<file path="src/rtl/muldiv_unit_if.sv">
// Execute-stage bundle between the pipeline and the multiply/divide unit.
// The master drives the decoded instruction; the slave returns HI/LO and status.
interface muldiv_unit_if;
  logic        valid;
  logic [3:0]  alucontrol;
  logic        hien;
  logic        loen;
  logic [31:0] srca;
  logic [31:0] srcb;
  logic [31:0] hi;
  logic [31:0] lo;
  logic        busy;
  logic        stall;
  logic        done;

  modport master (
    output valid, alucontrol, hien, loen, srca, srcb,
    input  hi, lo, busy, stall, done
  );

  modport slave (
    input  valid, alucontrol, hien, loen, srca, srcb,
    output hi, lo, busy, stall, done
  );
endinterface

</file>
<file path="src/rtl/muldiv_unit.sv">
// Iterative 32-bit signed MULT/DIV with architectural HI/LO registers.
// One bit per cycle on magnitudes, then a single sign-fixup cycle.
module muldiv_unit (
  input  logic         clk,
  input  logic         reset,
  muldiv_unit_if.slave bus
);
  typedef enum logic [1:0] {IDLE, MUL, DIV, FIX} state_t;

  localparam logic [3:0] OP_MULT = 4'b1000;
  localparam logic [3:0] OP_DIV  = 4'b1001;

  state_t      state_q, state_d;
  logic [4:0]  cnt_q, cnt_d;
  logic [63:0] acc_q, acc_d;
  logic [31:0] opnd_q, opnd_d;
  logic        is_div_q, is_div_d;
  logic        neg_res_q, neg_res_d;
  logic        neg_rem_q, neg_rem_d;
  logic        hien_q, hien_d;
  logic        loen_q, loen_d;
  logic [31:0] hi_q, hi_d;
  logic [31:0] lo_q, lo_d;
  logic        busy_q, busy_d;
  logic        done_q, done_d;

  logic        accept;
  logic [31:0] abs_a, abs_b;
  logic [32:0] mul_sum;
  logic [32:0] div_shift, div_diff;
  logic [63:0] prod_fix;
  logic [31:0] quo_fix, rem_fix;

  assign accept = bus.valid & ~busy_q &
                  ((bus.alucontrol == OP_MULT) | (bus.alucontrol == OP_DIV));

  // Two's-complement negation leaves 0x80000000 as its own unsigned magnitude.
  assign abs_a = bus.srca[31] ? -bus.srca : bus.srca;
  assign abs_b = bus.srcb[31] ? -bus.srcb : bus.srcb;

  // MUL: acc = {partial product, remaining multiplier bits}.
  assign mul_sum = {1'b0, acc_q[63:32]} + {1'b0, opnd_q};

  // DIV: acc = {partial remainder, dividend bits shifting into quotient}.
  assign div_shift = {acc_q[63:32], acc_q[31]};
  assign div_diff  = div_shift - {1'b0, opnd_q};

  assign prod_fix = neg_res_q ? -acc_q : acc_q;
  assign rem_fix  = neg_rem_q ? -acc_q[63:32] : acc_q[63:32];
  // Divide by zero yields all-ones quotient regardless of operand signs.
  assign quo_fix  = (opnd_q == 32'd0) ? 32'hFFFF_FFFF :
                    (neg_res_q ? -acc_q[31:0] : acc_q[31:0]);

  always_comb begin
    state_d   = state_q;
    cnt_d     = cnt_q;
    acc_d     = acc_q;
    opnd_d    = opnd_q;
    is_div_d  = is_div_q;
    neg_res_d = neg_res_q;
    neg_rem_d = neg_rem_q;
    hien_d    = hien_q;
    loen_d    = loen_q;
    hi_d      = hi_q;
    lo_d      = lo_q;
    busy_d    = busy_q;
    done_d    = 1'b0;

    case (state_q)
      IDLE: begin
        if (accept) begin
          is_div_d  = bus.alucontrol[0];
          opnd_d    = bus.alucontrol[0] ? abs_b : abs_a;
          acc_d     = {32'd0, (bus.alucontrol[0] ? abs_a : abs_b)};
          neg_res_d = bus.srca[31] ^ bus.srcb[31];
          neg_rem_d = bus.srca[31];
          hien_d    = bus.hien;
          loen_d    = bus.loen;
          cnt_d     = 5'd0;
          busy_d    = 1'b1;
          state_d   = bus.alucontrol[0] ? DIV : MUL;
        end
      end
      MUL: begin
        acc_d = acc_q[0] ? {mul_sum, acc_q[31:1]} : {1'b0, acc_q[63:1]};
        cnt_d = cnt_q + 5'd1;
        if (cnt_q == 5'd31) state_d = FIX;
      end
      DIV: begin
        if (!div_diff[32]) acc_d = {div_diff[31:0], acc_q[30:0], 1'b1};
        else               acc_d = {div_shift[31:0], acc_q[30:0], 1'b0};
        cnt_d = cnt_q + 5'd1;
        if (cnt_q == 5'd31) state_d = FIX;
      end
      FIX: begin
        if (is_div_q) begin
          if (hien_q) hi_d = rem_fix;
          if (loen_q) lo_d = quo_fix;
        end else begin
          if (hien_q) hi_d = prod_fix[63:32];
          if (loen_q) lo_d = prod_fix[31:0];
        end
        busy_d  = 1'b0;
        done_d  = 1'b1;
        state_d = IDLE;
      end
      default: state_d = IDLE;
    endcase
  end

  always_ff @(posedge clk) begin
    if (reset) begin
      state_q   <= IDLE;
      cnt_q     <= 5'd0;
      acc_q     <= 64'd0;
      opnd_q    <= 32'd0;
      is_div_q  <= 1'b0;
      neg_res_q <= 1'b0;
      neg_rem_q <= 1'b0;
      hien_q    <= 1'b0;
      loen_q    <= 1'b0;
      hi_q      <= 32'd0;
      lo_q      <= 32'd0;
      busy_q    <= 1'b0;
      done_q    <= 1'b0;
    end else begin
      state_q   <= state_d;
      cnt_q     <= cnt_d;
      acc_q     <= acc_d;
      opnd_q    <= opnd_d;
      is_div_q  <= is_div_d;
      neg_res_q <= neg_res_d;
      neg_rem_q <= neg_rem_d;
      hien_q    <= hien_d;
      loen_q    <= loen_d;
      hi_q      <= hi_d;
      lo_q      <= lo_d;
      busy_q    <= busy_d;
      done_q    <= done_d;
    end
  end

  assign bus.hi    = hi_q;
  assign bus.lo    = lo_q;
  assign bus.busy  = busy_q;
  assign bus.done  = done_q;
  assign bus.stall = bus.valid & busy_q & (bus.alucontrol[3:2] == 2'b10);
endmodule

</file>
<file path="src/flat_wrapper.sv">
// flat-port wrapper written by rule: the top's interface ports become plain ports
module muldiv_unit_flat 
  (clk, reset, bus_valid, bus_alucontrol, bus_hien, bus_loen, bus_srca, bus_srcb, bus_hi, bus_lo, bus_busy, bus_stall, bus_done);
  muldiv_unit_if bus_i ();
  input  logic clk;
  input  logic reset;
  input wire logic [$bits(bus_i.valid)-1:0] bus_valid;
  input wire logic [$bits(bus_i.alucontrol)-1:0] bus_alucontrol;
  input wire logic [$bits(bus_i.hien)-1:0] bus_hien;
  input wire logic [$bits(bus_i.loen)-1:0] bus_loen;
  input wire logic [$bits(bus_i.srca)-1:0] bus_srca;
  input wire logic [$bits(bus_i.srcb)-1:0] bus_srcb;
  output wire logic [$bits(bus_i.hi)-1:0] bus_hi;
  output wire logic [$bits(bus_i.lo)-1:0] bus_lo;
  output wire logic [$bits(bus_i.busy)-1:0] bus_busy;
  output wire logic [$bits(bus_i.stall)-1:0] bus_stall;
  output wire logic [$bits(bus_i.done)-1:0] bus_done;
  assign bus_i.valid = bus_valid;
  assign bus_i.alucontrol = bus_alucontrol;
  assign bus_i.hien = bus_hien;
  assign bus_i.loen = bus_loen;
  assign bus_i.srca = bus_srca;
  assign bus_i.srcb = bus_srcb;
  assign bus_hi = bus_i.hi;
  assign bus_lo = bus_i.lo;
  assign bus_busy = bus_i.busy;
  assign bus_stall = bus_i.stall;
  assign bus_done = bus_i.done;
  muldiv_unit u_core (.clk(clk), .reset(reset), .bus(bus_i));
endmodule
</file>
<file path="config.mk">
export PLATFORM = sky130hd
export DESIGN_NAME = muldiv_unit_flat
export DESIGN_NICKNAME = d
export VERILOG_FILES = /design/src/rtl/muldiv_unit_if.sv /design/src/rtl/muldiv_unit.sv /design/src/flat_wrapper.sv
export SDC_FILE = /design/constraint.sdc
export NUM_CORES = 1
export LEC_CHECK = 0
export BUFFER_PORTS_ARGS = -buffer_cell sky130_fd_sc_hd__buf_2
export CAP_MARGIN = 15
export CELL_PAD_IN_SITES_DETAIL_PLACEMENT = 0
export CELL_PAD_IN_SITES_GLOBAL_PLACEMENT = 1
export CORE_MARGIN = 4
export CORE_UTILIZATION = 28
export DETAILED_ROUTE_END_ITERATION = 10
export PLACE_DENSITY = 0.57
export SLEW_MARGIN = 20
export SYNTH_ARGS = -nofsm -noshare
export SYNTH_HDL_FRONTEND = slang
export SYNTH_SLANG_ARGS = --single-unit
export TNS_END_PERCENT = 1
</file>
<file path="constraint.sdc">
create_clock -name clk -period 6.75 [get_ports clk]
set_clock_uncertainty 0.1 [all_clocks]
set_input_delay 0.3375 -clock clk [delete_from_list [all_inputs] [get_ports clk]]
set_output_delay 0.3375 -clock clk [all_outputs]
set_load 0.005 [all_outputs]
</file>
==> implementation parameters <==
Parameter                              Value

Placed design
  Detailed-placement wirelength estimate ... around 42,000 um
  Final GP Congestion ... between 0.8 and 0.9
  Area post-placement ... 15,500 sq um
  Post-placement cell count ... ~2,600
  Port-buffer cells ... between 100 and 150

Final layout
  Area growth, synth to finish ... 12.9%
  Count of inserted antenna diode cells ... 0
  Final nets ... between 2,000 and 2,500
  Seq. cell area ... around 3500 sq um
  Share of final-layout standard cells stronger than drive strength 1 ... a little under an eighth
  Count of placed standard cells in the final layout, fillers left out ... between 2,000 and 3,000
  Combined area of the multi-input logic cells ... 10,000 sq um
  Design area ... 16,200 sq um
  Number of filler instances in the final layout ... approximately 5,500

Logic synthesis
  Number of cells produced by synthesis ... 1,940
  Share of flip-flops with an asynchronous set or reset ... 0%
  Post-Synthesis Mean Instance Area ... roughly 7.4 sq um
  Warning count from the yosys run ... 0
  Number of nets in the synthesized netlist ... between 2,000 and 2,500
  Distinct cell type count of the synthesized netlist ... 85
  Post-synth top flop ... sky130_fd_sc_hd__dfxtp_1
  Fraction of the yosys area taken by sequential cells ... 24.3%
  Post-synth design cell area ... 14,300 sq um
  Number of flops mapped to enable cells by yosys ... 0
  Yosys reg bits ... roughly 170

Pwr
  IR Drop Worst-Case VDD ... between 0.2 and 0.3 mV
  Post-route total power ... approximately 4400 uW
  Pleak ... about 0.0064 uW
  Power density of the placed cells ... between 200 and 300 nW/um^2

Clocking
  Postcts setup bufs ... 0
  TritonCTS clock tree ... built
  Number of cells upsized or downsized after cts ... 0
  Sinks on Clock Net ... 174
  Cts-stage hold buffer count ... 2
  Count of H-tree levels built during CTS ... 4
  Buffer type at the clock tree root ... sky130_fd_sc_hd__clkbuf_16
  Insertion delay of the later-clocked pin in the worst-skew pair ... about 0.49 ns
  Max clock buf depth ... 2
  Reg clk slew, reported paths ... 0.07 ns
  Num CTS Buffers ... 17

Drt
  Via count of the routed design ... roughly 15,000
  Mean routed wirelength per cell ... 20.8 um
  Detail-routed via count per cell ... around 5.5
  Number of design-rule violations left by the first detailed-router iteration ... around 1,100
  Number of design rule violations left after detail routing ... 0
  Final WL ... between 50,000 and 60,000 um
  Detailed Routing Iterations Pass 1 ... 7
  Remaining antenna violation count ... 0

STA
  Setup repair after global routing missed its margin ... false
  Minimum hold slack ... 0.162 ns
  Number of setup violations in the final report ... 0
  Summed negative setup slack over all endpoints ... 0 ns
  Highest clock frequency the design can meet ... about 240 MHz
  Transition time at the pin with the least slew margin ... between 0.9 and 1 ns
  Tmin final ... ~4.2 ns
  Period utilization ... between 60% and 70%
  Final Max Slew Viols ... 0
  Normalized max-slew margin ... roughly a third
  Hold Vio Cnt, Final ... 0

Critical path
  Crit path kind ... flip-flop to flip-flop
  Data arrival time of the critical path ... between 4 and 5 ns
  Maximum single-stage delay on the critical path ... 0.65 ns
  Critical path endpoint category ... flip-flop
  Crit-path cells ... inv_1, fa_1, nand2b_1, a21o_1, a31oi_1, o211ai_1, a41oi_2, xor2_2, and2_1, a211oi_1, a2111oi_0
  Slowest stage cell, crit path ... sky130_fd_sc_hd__xor2_2
  Critical-path maximum fanout ... 11
  CP startpoint kind ... flip-flop
  Data required, critical path ... approximately 7.0 ns

Floorplanning
  I/O pins ... 140
  Core Area ... slightly above 50,000 sq um
  Total die area ... between 50,000 and 60,000 sq um
  Initial standard-cell utilization of the core ... roughly 28%
  Floorplan die width ... between 200 and 250 um
  Total number of placement rows ... 82
  Vertical die dimension ... around 230 um

Status
  Outcome ... completed

Global routing
  Number of antenna violations at the first check in global routing ... 0
  Total congestion overflow ... 0
  Total GRT Usage ... 20.0%
  First-pass GRT wire length ... approximately 84,000 um
  Vias in the first global route ... between 10,000 and 15,000
  Pin count of the biggest net entering global routing ... 80

Run
  Number of max-cap violations ... 0

Hold path
  Hold crit path type ... input pin to flip-flop
==> worst max-delay path, delay by kind of cell (launching register included) <==
kind / cells / cell delay, ns
buf+inv: 1 / 0.18
compound gates: 6 / 1.67
simple gates: 2 / 0.50
flops: 1 / 0.56
xor+xnor: 1 / 0.65
fa+ha+maj: 1 / 0.45
==> cell type report <==
class,count,area share [%]
multi-input cells,1550,62.0
clock inverters,14,1.09
flip-flops and latches,174,21.6
repair buffers,172,5.89
inverters,68,1.58
clock buffers,18,2.66
well taps,672,5.20
==> cell families (layout without fill, tap and decap cells) <==
kind of cell / Yosys count / in the layout / synth area share (%)
flip-flops: 174 / 174 / 24.3
buffers and inverters: 216 / 272 / 5.78
AND/OR/NAND/NOR: 592 / 592 / 19.6
XOR/XNOR: 171 / 171 / 10.5
multiplexers: 28 / 28 / 1.98
AO/OA/AOI/OAI: 682 / 682 / 31.0
adder cells (fa/ha/maj): 77 / 77 / 6.84
==> flip-flops by register name (all words and copies together), names as in the netlist, 2 cells and up <==
signal and flops:
u_core.bus.hi 32, u_core.cnt_q 5, u_core.acc_q 64, u_core.state_q 2, u_core.opnd_q 32, u_core.bus.lo 32
==> through the flow <==
stage	setup slack (ns)	util [%]
2_1_floorplan	3.35	-
3_3_place_gp	2.64	30.8
3_5_place_dp	2.57	30.8
4_1_cts	2.56	32.1
5_1_grt	2.28	32.1
6_report	2.53	32.1
==> worst paths after layout <==
kind	start	end	slack [ns]	depth (start not counted)
hold reg to reg	u_core.bus.hi[7]	u_core.bus.hi[7]	0.35	2
setup reg to reg	u_core.acc_q[32]	u_core.acc_q[0]	2.53	11
setup / recovery	u_core.acc_q[32]	u_core.acc_q[0]	2.53	11
hold / removal	bus_srca[29]	u_core.opnd_q[29]	0.16	4
==> synthesized netlist by cell type (18+ instances only) <==
| cell | n | area (sq um) |
|---|---|---|
| sky130_fd_sc_hd__o211ai_1 | 39 | 293 |
| sky130_fd_sc_hd__mux2i_1 | 26 | 260 |
| sky130_fd_sc_hd__clkbuf_1 | 134 | 503 |
| sky130_fd_sc_hd__o21ai_0 | 128 | 641 |
| sky130_fd_sc_hd__nor2_1 | 172 | 646 |
| sky130_fd_sc_hd__or3_1 | 29 | 181 |
| sky130_fd_sc_hd__a31oi_1 | 18 | 113 |
| sky130_fd_sc_hd__xnor2_1 | 77 | 674 |
| sky130_fd_sc_hd__a21oi_1 | 217 | 1090 |
| sky130_fd_sc_hd__ha_1 | 75 | 938 |
| sky130_fd_sc_hd__nand4_1 | 18 | 113 |
| sky130_fd_sc_hd__o31ai_1 | 27 | 203 |
| sky130_fd_sc_hd__dfxtp_1 | 174 | 3480 |
| sky130_fd_sc_hd__xor2_1 | 93 | 815 |
| sky130_fd_sc_hd__a21o_1 | 32 | 240 |
| sky130_fd_sc_hd__inv_1 | 65 | 244 |
| sky130_fd_sc_hd__a211oi_1 | 50 | 375 |
| sky130_fd_sc_hd__nand3_1 | 39 | 195 |
| sky130_fd_sc_hd__a22o_1 | 19 | 166 |
| sky130_fd_sc_hd__nor3_1 | 34 | 170 |
| sky130_fd_sc_hd__nor4_1 | 20 | 125 |
| sky130_fd_sc_hd__o41ai_1 | 18 | 158 |
| sky130_fd_sc_hd__nand2_1 | 189 | 709 |
==> layer usage <==
layer	vias up	track usage, %	share of wire (%)
met5	-	0	0
met4	0	7.33	3.3
met3	73	3.02	3.6
met2	329	32.4	46
met1	6978	27.0	47
li1	7198	-	-
==> cell usage in the layout (no fill, tap or decap), types with 39 or more instances in the layout <==
master / n
sky130_fd_sc_hd__a21oi_1: 217
sky130_fd_sc_hd__nand2_1: 188
sky130_fd_sc_hd__dfxtp_1: 174
sky130_fd_sc_hd__nor2_1: 172
sky130_fd_sc_hd__buf_2: 138
sky130_fd_sc_hd__o21ai_0: 128
sky130_fd_sc_hd__xor2_1: 93
sky130_fd_sc_hd__xnor2_1: 76
sky130_fd_sc_hd__ha_1: 75
sky130_fd_sc_hd__inv_1: 65
sky130_fd_sc_hd__a211oi_1: 50
sky130_fd_sc_hd__nand3_1: 39
sky130_fd_sc_hd__o211ai_1: 39
==> report_power, final <==
group / total [uW] / internal (uW) / leakage (uW) / switching (uW)
Clock: 1050 / 559 / 0.000286 / 493
Combinational: 1930 / 639 / 0.00469 / 1290
Sequential: 1360 / 1130 / 0.00141 / 231
Total: 4350 / 2330 / 0.00639 / 2020
(Power assumes the default switching activity.)
